`src/rtl/timer_device.sv`:
```
// timer_device -- memory-mapped countdown timer on the CPU data bus.
//
// Register map (word offsets from BASE_ADDR, decoded on addr[31:4]):
//   +0x0  CTRL   {28'b0, IM[3], MODE[2:1], EN[0]}
//   +0x4  PRESET reload value (CNT_W bits, zero-extended on read)
//   +0x8  COUNT  current count, read-only
//   +0xC  reads 0, writes ignored
//
// MODE 2'b01 auto-reloads and pulses irq for one cycle per period; any other
// MODE is one-shot (EN clears itself and irq stays high until CTRL is written).
//
// Ports:
//   clk     in   rising-edge clock
//   reset   in   synchronous, active-low reset
//   addr    in   32-bit byte address from the CPU data port
//   byteen  in   byte write enables; any bit set marks a write cycle
//   wdata   in   write data
//   rdata   out  read data, combinational from addr
//   irq     out  registered interrupt request (int_flag & IM)
//
// Build option: define TIMER_BYTE_WRITE_EN to let each byteen bit update only
// its own byte of CTRL/PRESET. Left undefined, only byteen==4'b1111 writes.

module timer_device #(
    parameter logic [31:0] BASE_ADDR = 32'h0000_7F00,
    parameter int unsigned CNT_W     = 32
) (
    input  logic        clk,
    input  logic        reset,
    input  logic [31:0] addr,
    input  logic [3:0]  byteen,
    input  logic [31:0] wdata,
    output logic [31:0] rdata,
    output logic        irq
);

    typedef enum logic [1:0] {
        S_IDLE,
        S_LOAD,
        S_CNT,
        S_INT
    } state_t;

    state_t           state_q, state_d;
    logic [3:0]       ctrl_q, ctrl_d;
    logic [CNT_W-1:0] preset_q, preset_d;
    logic [CNT_W-1:0] count_q, count_d;
    logic             flag_q, flag_d;
    logic             irq_q;

    logic        hit;
    logic        wr_go;
    logic [31:0] bmask;
    logic        ctrl_wr;
    logic        preset_wr;
    logic [3:0]  ctrl_wval;
    logic [31:0] preset_wval;
    logic        unused_addr;

    // Byte offset within the word is irrelevant to the word-wide registers.
    assign unused_addr = ^addr[1:0];

    assign hit = (addr[31:4] == BASE_ADDR[31:4]);

`ifdef TIMER_BYTE_WRITE_EN
    assign wr_go = hit && (byteen != 4'b0000);
    assign bmask = {{8{byteen[3]}}, {8{byteen[2]}}, {8{byteen[1]}}, {8{byteen[0]}}};
`else
    assign wr_go = hit && (byteen == 4'b1111);
    assign bmask = '1;
`endif

    assign ctrl_wr   = wr_go && (addr[3:2] == 2'd0);
    assign preset_wr = wr_go && (addr[3:2] == 2'd1);

    // Merge enabled bytes over the current contents; CTRL keeps only bits [3:0].
    assign ctrl_wval   = (ctrl_q & ~bmask[3:0]) | (wdata[3:0] & bmask[3:0]);
    assign preset_wval = (32'(preset_q) & ~bmask) | (wdata & bmask);

    always_comb begin
        state_d  = state_q;
        ctrl_d   = ctrl_q;
        preset_d = preset_q;
        count_d  = count_q;
        flag_d   = flag_q;

        unique case (state_q)
            S_IDLE: begin
                if (ctrl_q[0]) state_d = S_LOAD;
            end
            S_LOAD: begin
                count_d = preset_q;
                state_d = S_CNT;
            end
            S_CNT: begin
                if (!ctrl_q[0]) begin
                    state_d = S_IDLE;
                end else if (count_q == '0) begin
                    state_d = S_INT;
                    flag_d  = 1'b1;
                end else begin
                    count_d = count_q - CNT_W'(1);
                end
            end
            S_INT: begin
                if (ctrl_q[2:1] == 2'b01) begin
                    flag_d  = 1'b0;
                    state_d = ctrl_q[0] ? S_LOAD : S_IDLE;
                end else begin
                    ctrl_d[0] = 1'b0;
                    state_d   = S_IDLE;
                end
            end
            default: state_d = S_IDLE;
        endcase

        // Bus writes are applied last so a CPU CTRL write overrides the
        // FSM's self-clear of EN and any flag update on the same edge.
        if (ctrl_wr) begin
            ctrl_d = ctrl_wval;
            flag_d = 1'b0;
        end
        if (preset_wr) begin
            preset_d = CNT_W'(preset_wval);
        end
    end

    always_ff @(posedge clk) begin
        if (!reset) begin
            state_q  <= S_IDLE;
            ctrl_q   <= '0;
            preset_q <= '0;
            count_q  <= '0;
            flag_q   <= 1'b0;
            irq_q    <= 1'b0;
        end else begin
            state_q  <= state_d;
            ctrl_q   <= ctrl_d;
            preset_q <= preset_d;
            count_q  <= count_d;
            flag_q   <= flag_d;
            irq_q    <= flag_d & ctrl_d[3];
        end
    end

    always_comb begin
        rdata = '0;
        if (hit) begin
            unique case (addr[3:2])
                2'd0:    rdata = {28'b0, ctrl_q};
                2'd1:    rdata = 32'(preset_q);
                2'd2:    rdata = 32'(count_q);
                default: rdata = '0;
            endcase
        end
    end

    assign irq = irq_q;

endmodule

```
`config.mk`:
```
export PLATFORM = sky130hd
export DESIGN_NAME = timer_device
export DESIGN_NICKNAME = d
export VERILOG_FILES = /design/src/rtl/timer_device.sv
export SDC_FILE = /design/constraint.sdc
export NUM_CORES = 1
export LEC_CHECK = 0
export ABC_AREA = 1
export BUFFER_PORTS_ARGS = -buffer_cell sky130_fd_sc_hd__buf_2
export CAP_MARGIN = 5
export CORE_MARGIN = 2
export CORE_UTILIZATION = 45
export DETAILED_ROUTE_END_ITERATION = 8
export PLACE_DENSITY = 0.8
export SLEW_MARGIN = 20
export SYNTH_ARGS = -nofsm -noshare
export SYNTH_HDL_FRONTEND = slang
export SYNTH_SLANG_ARGS = --single-unit
```
`constraint.sdc`:
```
create_clock -name clk -period 2 [get_ports clk]
set_input_delay 0 -clock clk [delete_from_list [all_inputs] [get_ports clk]]
set_output_delay 0 -clock clk [all_outputs]
set_load 0.005 [all_outputs]
```
-- Word-level counts from Yosys, hierarchy flattened
Cells that the tools add are included.
- register bits after elaboration: 72
- latch bits: 0
- bits in writable memories: 0
- bits in read-only memories: 0
- bits of input ports: 70
- output and inout bits: 33
- logic and storage cells: 53
- memories: 0
- add/subtract/negate cells: 1
- multiply operators: 0
- divide/modulo/power cells: 0
- order comparisons: 0
- eq/ne operators: 13
- shifts and indexed selects: 0
- mux-type cells: 19
- bitwise gates (word level): 1
- reductions and logical operators: 11
- operator list (operator ; number):
    32-bit 2-to-1 mux ; 3
    32-bit one-hot mux with 3 select lines ; 1
    32-bit one-hot mux with 2 select lines ; 1
    32-bit zero test ; 1
    32-bit by 1-bit subtractor with 32-bit output, second input constant ; 1
    28-bit by 11-bit equality test with 1-bit output, second input constant ; 1
    1-bit 2-to-1 mux ; 8
    2-bit inequality test, second input constant ; 4
    2-bit one-hot mux with 4 select lines ; 1
    2-bit by 1-bit equality test with 1-bit output, second input constant ; 3
    2-bit equality test, second input constant ; 3
    2-bit 2-to-1 mux ; 3
    4-bit equality test, second input constant ; 1
    2-bit zero test ; 2
    4-bit 2-to-1 mux ; 1
    2-bit AND reduction ; 2
    2-bit nonzero test ; 2
    1-bit logical AND ; 3
    3-bit inequality test, second input constant ; 1
    3-bit AND reduction ; 1
    1-bit one-hot mux with 2 select lines ; 1
    1-bit bitwise AND ; 1

-- Logic depth before layout (Yosys ltp)
- depth after elaboration: 6
- gate-level depth with buffers: 11
- mapped depth without buffers: 11

-- Worst setup path after synthesis
No wires, ideal clock.
- path type: reg2reg
- start point: reg count_q[0]
- end point: reg count_q[24]
- library setup time: 112 ps
- arrival: 1549 ps
- data required time: 1888 ps
- setup slack: 340 ps
- stages on the path, launching flop included: 11
- buffers on the path: 1
- period minus slack after synthesis: 1660 ps
- cells stage by stage: dfxtp_1 inv_1 ha_1 nand2_1 nor2_1 buf_2 inv_1 o21ai_0 a21oi_1 nor2_1 nor2_1
- cells in the longest elaborated chain, start to end: 4
- elaborated cells between the ends (all ways): 7
- classes of those cells: add/sub (1); eq/ne (1); mux (3); reduce/logical (2)
- ends and longest elaborated chain (element ; RTL line ; source):
    start: declaration ; 47 ; logic [CNT_W-1:0] count_q, count_d;
    start signal: assignment ; 140 ; count_q <= count_d;
    32-bit by 1-bit subtractor with 32-bit output ; 102 ; count_d = count_q - CNT_W'(1);
    32-bit 2-to-1 mux ; 98 ; end else if (count_q == '0) begin
    32-bit 2-to-1 mux ; 96 ; if (!ctrl_q[0]) begin
    32-bit one-hot mux with 2 select lines ; 87 ; unique case (state_q)
Parallel ways exist; a longest one is shown, timed or not. The select of a mux whose other input is x is not followed.
A chain may end at the register's enable or synchronous reset.

-- Worst setup path after layout
- start point: reg count_q[0]
- end point: reg count_q[5]
The elaborated chain is that of the path after synthesis.

==> parameters.txt <==
Parameter                              Value

Logic synthesis
  Compound-Gate Fraction of Synth Area ... 10.1%
  Multiplexer fraction of the synthesized cell area ... 0%
  XOR/XNOR Fraction of Synth Area ... 0.748%
  Unique cell type count in the Yosys netlist ... 24
  Largest area contributor in the synthesized netlist ... dfxtp_1
  Net count of the mapped netlist ... about 900
  Average size of a mapped cell ... 5.52 sq um
  Largest cells by area after synthesis ... dfxtp_1 (31%), nand2_1 (22%), nor2_1 (18%), inv_1 (6.3%), nand3_1 (4.7%)
  Arithmetic-cell share of the synthesized area counting full adders, half adders and majority gates ... 0.535%
  Post-synthesis sequential element count ... between 70 and 80
  Largest family of logic cells by synthesized area ... simple AND/OR/NAND/NOR gates
  Synth warnings ... 0
  Simple-gate portion of the synthesized area ... 47.7%
  Instance count of the mapped netlist ... 848
  Area of the mapped netlist ... 4680 sq um
  Share of the synthesized area in the top cell type ... 30.8%
  Proportion of synthesized chip area in sequential cells ... 30.8%

Setup path
  Category of the critical setup timing path ... reg -> reg
  Length in cells of the worst reg-to-reg path ... 11
  Startpoint Class ... register
  Crit Reg-Reg Endpoint ... count_q[5]$_SDFFE_PN0P_
  Worst R2R Start ... count_q[0]$_SDFFE_PN0P_
  Endpoint required time on the critical path ... 2.30 ns
  Data arrival time of the worst path ... 2.09 ns
  Internal reg-to-reg setup slack ... 0.21 ns
  Largest fanout on the critical path ... 31
  Critical path endpoint category ... register

Timing
  Max-slew headroom ... 30.8%
  Layout Skew ... between 0.008 and 0.009 ns
  Final worst path period need ... between 1.5 and 2 ns
  Setup TNS ... 0 ns
  FMAX ... 558 MHz
  Count of final max-slew check failures ... 0
  Final critical-path share of the clock period ... 89.7%
  Number of hold-slack violations in the final timing report ... 0
  Tightest Pin Transition ... 1.04 ns
  Unrepaired setup endpoints after global routing ... no
  Final setup violating endpoints ... 0
  Tightest hold margin ... approximately 0.038 ns

Die
  Vertical die dimension ... around 110 um
  Cell row count ... 37
  Core area ... 10,200 sq um
  Number of I/O pins ... 103
  Die Width ... about 110 um
  Die footprint ... 11,200 sq um
  Initial core utilization ... approximately 46%

Layout
  Diode count ... 0
  Utilization after layout ... a little under three fifths
  Finished Layout Cells ... between 1,000 and 1,500
  Net count reported at finish ... 1,047
  Ratio of cells with drive above 1 in the final layout ... 15.1%
  Synthesis-to-layout area growth ... 25.3%

Place
  Port Buf Inserts ... 100
  Number of placed instances with taps included ... 1,068
  Final RePlAce weighted congestion ... 0.937
  Sum of net half-perimeters after detailed placement ... 9.21 mm

Clock tree
  Clock tree root buffer cell ... clkbuf_8
  Clk slew on worst S/H paths ... 0.08 ns
  Clock sink total ... 72
  Maximum number of buffers from clock root to sink ... 2
  Number of CTS-inserted buffers ... 9
  Post-CTS Setup Repair Bufs ... 0
  TritonCTS clock tree ... yes
  H-tree depth ... 3
  Clock latency reported for the late side of the worst-skew pair ... 0.36 ns

GRT
  Overall Global Routing Usage ... 24.6%
  Via count of the first global-routing pass ... between 4,000 and 5,000
  Largest net degree at the start of global routing ... 41
  GRT met3 Usage ... 4.17%
  Global-route track usage on met1 ... around 33%
  Residual overflow from global routing ... 0
  Global-route wire length before repair ... 22.7 mm
  Initial antenna violation count ... 0
  Met2 global-route usage ... roughly 41%
  Most heavily used metal layer in global routing ... met2

Power and ir drop
  Sequential Power Share ... 52.0%
  Leak Pwr ... 3.11 nW
  VDD IR-drop max ... 240 uV
  Power dissipated by switching net loads ... 0.000669 W
  Switch share ... 24.3%
  Combinational share of power ... about 7%
  Cell internal power dissipation ... ~0.0021 W
  Cell Pwr Density ... ~470 nW/um^2
  Clock network fraction of total power ... 41.2%

Routing
  Detailed-route vias per instance ... 4.77
  Routed wire length ... ~13 mm
  Vias post-DR ... 5,321
  Remaining antenna violation count ... 0
  Detailed-routing iteration count for the pre-antenna-repair pass ... 5
  Number of DRC violations after detailed-routing iteration 0 ... 331
  # DRC ... 0
  Routed length per placed instance ... between 10 and 15 um

Worst hold path
  Start point of the worst min-delay path ... reset
  Endpoint of the worst hold path ... preset_q[5]$_SDFFE_PN0P_
  Min-Delay Path Class ... in -> reg
  Cell count of the worst hold path ... 3

Outcome
  Outcome ... finished clean

Job
  Max-cap violation count ... 0
-- final cells by class --
class | instances | area (sq um)
fillers | 1077 | 4370
multi-input cells | 661 | 2780
flip-flops and latches | 72 | 1440
repair buffers | 152 | 983
inverters | 79 | 302
well taps | 136 | 170
clock buffers | 12 | 165
clock inverters | 4 | 27.5
-- how the worst max path moves through the flow --
| stage | startpoint | endpoint | slack (ns) |
|---|---|---|---|
| 4_1_cts | count_q[9]$_SDFFE_PN0P_ | count_q[5]$_SDFFE_PN0P_ | 0.20 |
| 3_3_place_gp | state_q[0]$_SDFFE_PN0P_ | count_q[7]$_SDFFE_PN0P_ | 0.25 |
| 2_1_floorplan | count_q[0]$_SDFFE_PN0P_ | count_q[24]$_SDFFE_PN0P_ | 0.34 |
| 6_report | count_q[0]$_SDFFE_PN0P_ | count_q[5]$_SDFFE_PN0P_ | 0.21 |
| 3_5_place_dp | count_q[0]$_SDFFE_PN0P_ | count_q[5]$_SDFFE_PN0P_ | 0.22 |
| 5_1_grt | count_q[10]$_SDFFE_PN0P_ | count_q[1]$_SDFFE_PN0P_ | 0.01 |
-- worst max-delay path, cell delays in order, from the launching register on --
cell and delay [ns]:
dfxtp_1 0.32, inv_1 0.07, buf_4 0.13, ha_1 0.14
nand2_1 0.05, nor2_1 0.10, nand2_1 0.10, o21ai_4 0.19
nand2_4 0.24, inv_6 0.24, nor2_1 0.06, nor2_1 0.10
-- cells in the mapped netlist --
master and count:
buf_1 2, buf_2 5, o21a_1 1, nand3_1 44, nand2_4 1, a21oi_1 43
ha_1 2, o21ai_4 1, inv_6 1, clkbuf_1 25, nor2_1 224, dfxtp_1 72
nand4_1 8, nand2_1 275, xnor2_1 2, o21ai_0 42, nor3_1 6, o22ai_1 4
nor2_2 2, xor2_1 2, nand2_2 2, buf_6 4, nor2_4 2, inv_1 78
-- metrics by stage --
stage | power, W | area, sq um | setup WS [ns]
final | 0.00276 | 5870 | 0.207
after global routing | 0.00286 | 5870 | 0.00961
after CTS | 0.00278 | 5870 | 0.195
after detailed placement | 0.00160 | 5350 | 0.223
after global placement | 0.00160 | 5350 | 0.254
after floorplan | 0.00152 | 4680 | 0.340
-- cell usage in the layout (no fill, tap or decap), drive strengths merged --
| cell type | synthesis | final |
|---|---|---|
| o21a | 1 | 1 |
| clkbuf | 25 | 12 |
| a21oi | 43 | 43 |
| nor2 | 228 | 228 |
| o22ai | 4 | 4 |
| nor3 | 6 | 6 |
| o21ai | 43 | 43 |
| ha | 2 | 2 |
| inv | 79 | 79 |
| nand2 | 278 | 278 |
| clkinv | 0 | 1 |
| clkinvlp | 0 | 3 |
| nand3 | 44 | 44 |
| nand4 | 8 | 8 |
| xnor2 | 2 | 2 |
| dfxtp | 72 | 72 |
| xor2 | 2 | 2 |
| dlygate4sd3 | 0 | 32 |
| buf | 11 | 120 |
-- power by group through the flow --
| stage | clock network [W] | logic [W] | registers [W] |
|---|---|---|---|
| final | 0.00114 | 0.000188 | 0.00143 |
| after global routing | 0.00123 | 0.000204 | 0.00143 |
| after CTS | 0.00117 | 0.000187 | 0.00143 |
| after detailed placement | 0 | 0.000139 | 0.00147 |
| after global placement | 0 | 0.000136 | 0.00147 |
| after floorplan | 0 | 0.0000493 | 0.00147 |
-- logic make-up after synthesis --
kind of cell / after synthesis
flip-flops: 72
AO/OA/AOI/OAI: 91
XOR/XNOR: 4
AND/OR/NAND/NOR: 564
adder cells (fa/ha/maj): 2
buffers and inverters: 115
-- layer usage --
metal,share of wire [%],routed length (um),vias to the layer above
li1,-,-,2865
met1,48,6370,2292
met2,45,5930,140
met3,5.2,689,24
met4,1.7,224,0
met5,0,0,-
-- flip-flops by register name (all words and copies together) (netlist names) --
| register | count |
|---|---|
| flag_q | 1 |
| state_q | 2 |
| preset_q | 32 |
| count_q | 32 |
| irq | 1 |
| ctrl_q | 4 |
-- timing repair --
item | 4_1_cts | 5_1_grt
setup endpoints to repair | 0 | 1
gates resized for setup | 0 | 1
endpoints found under the hold margin | 35 | 0
hold buffers | 32 | 0
(Power assumes the default switching activity.)
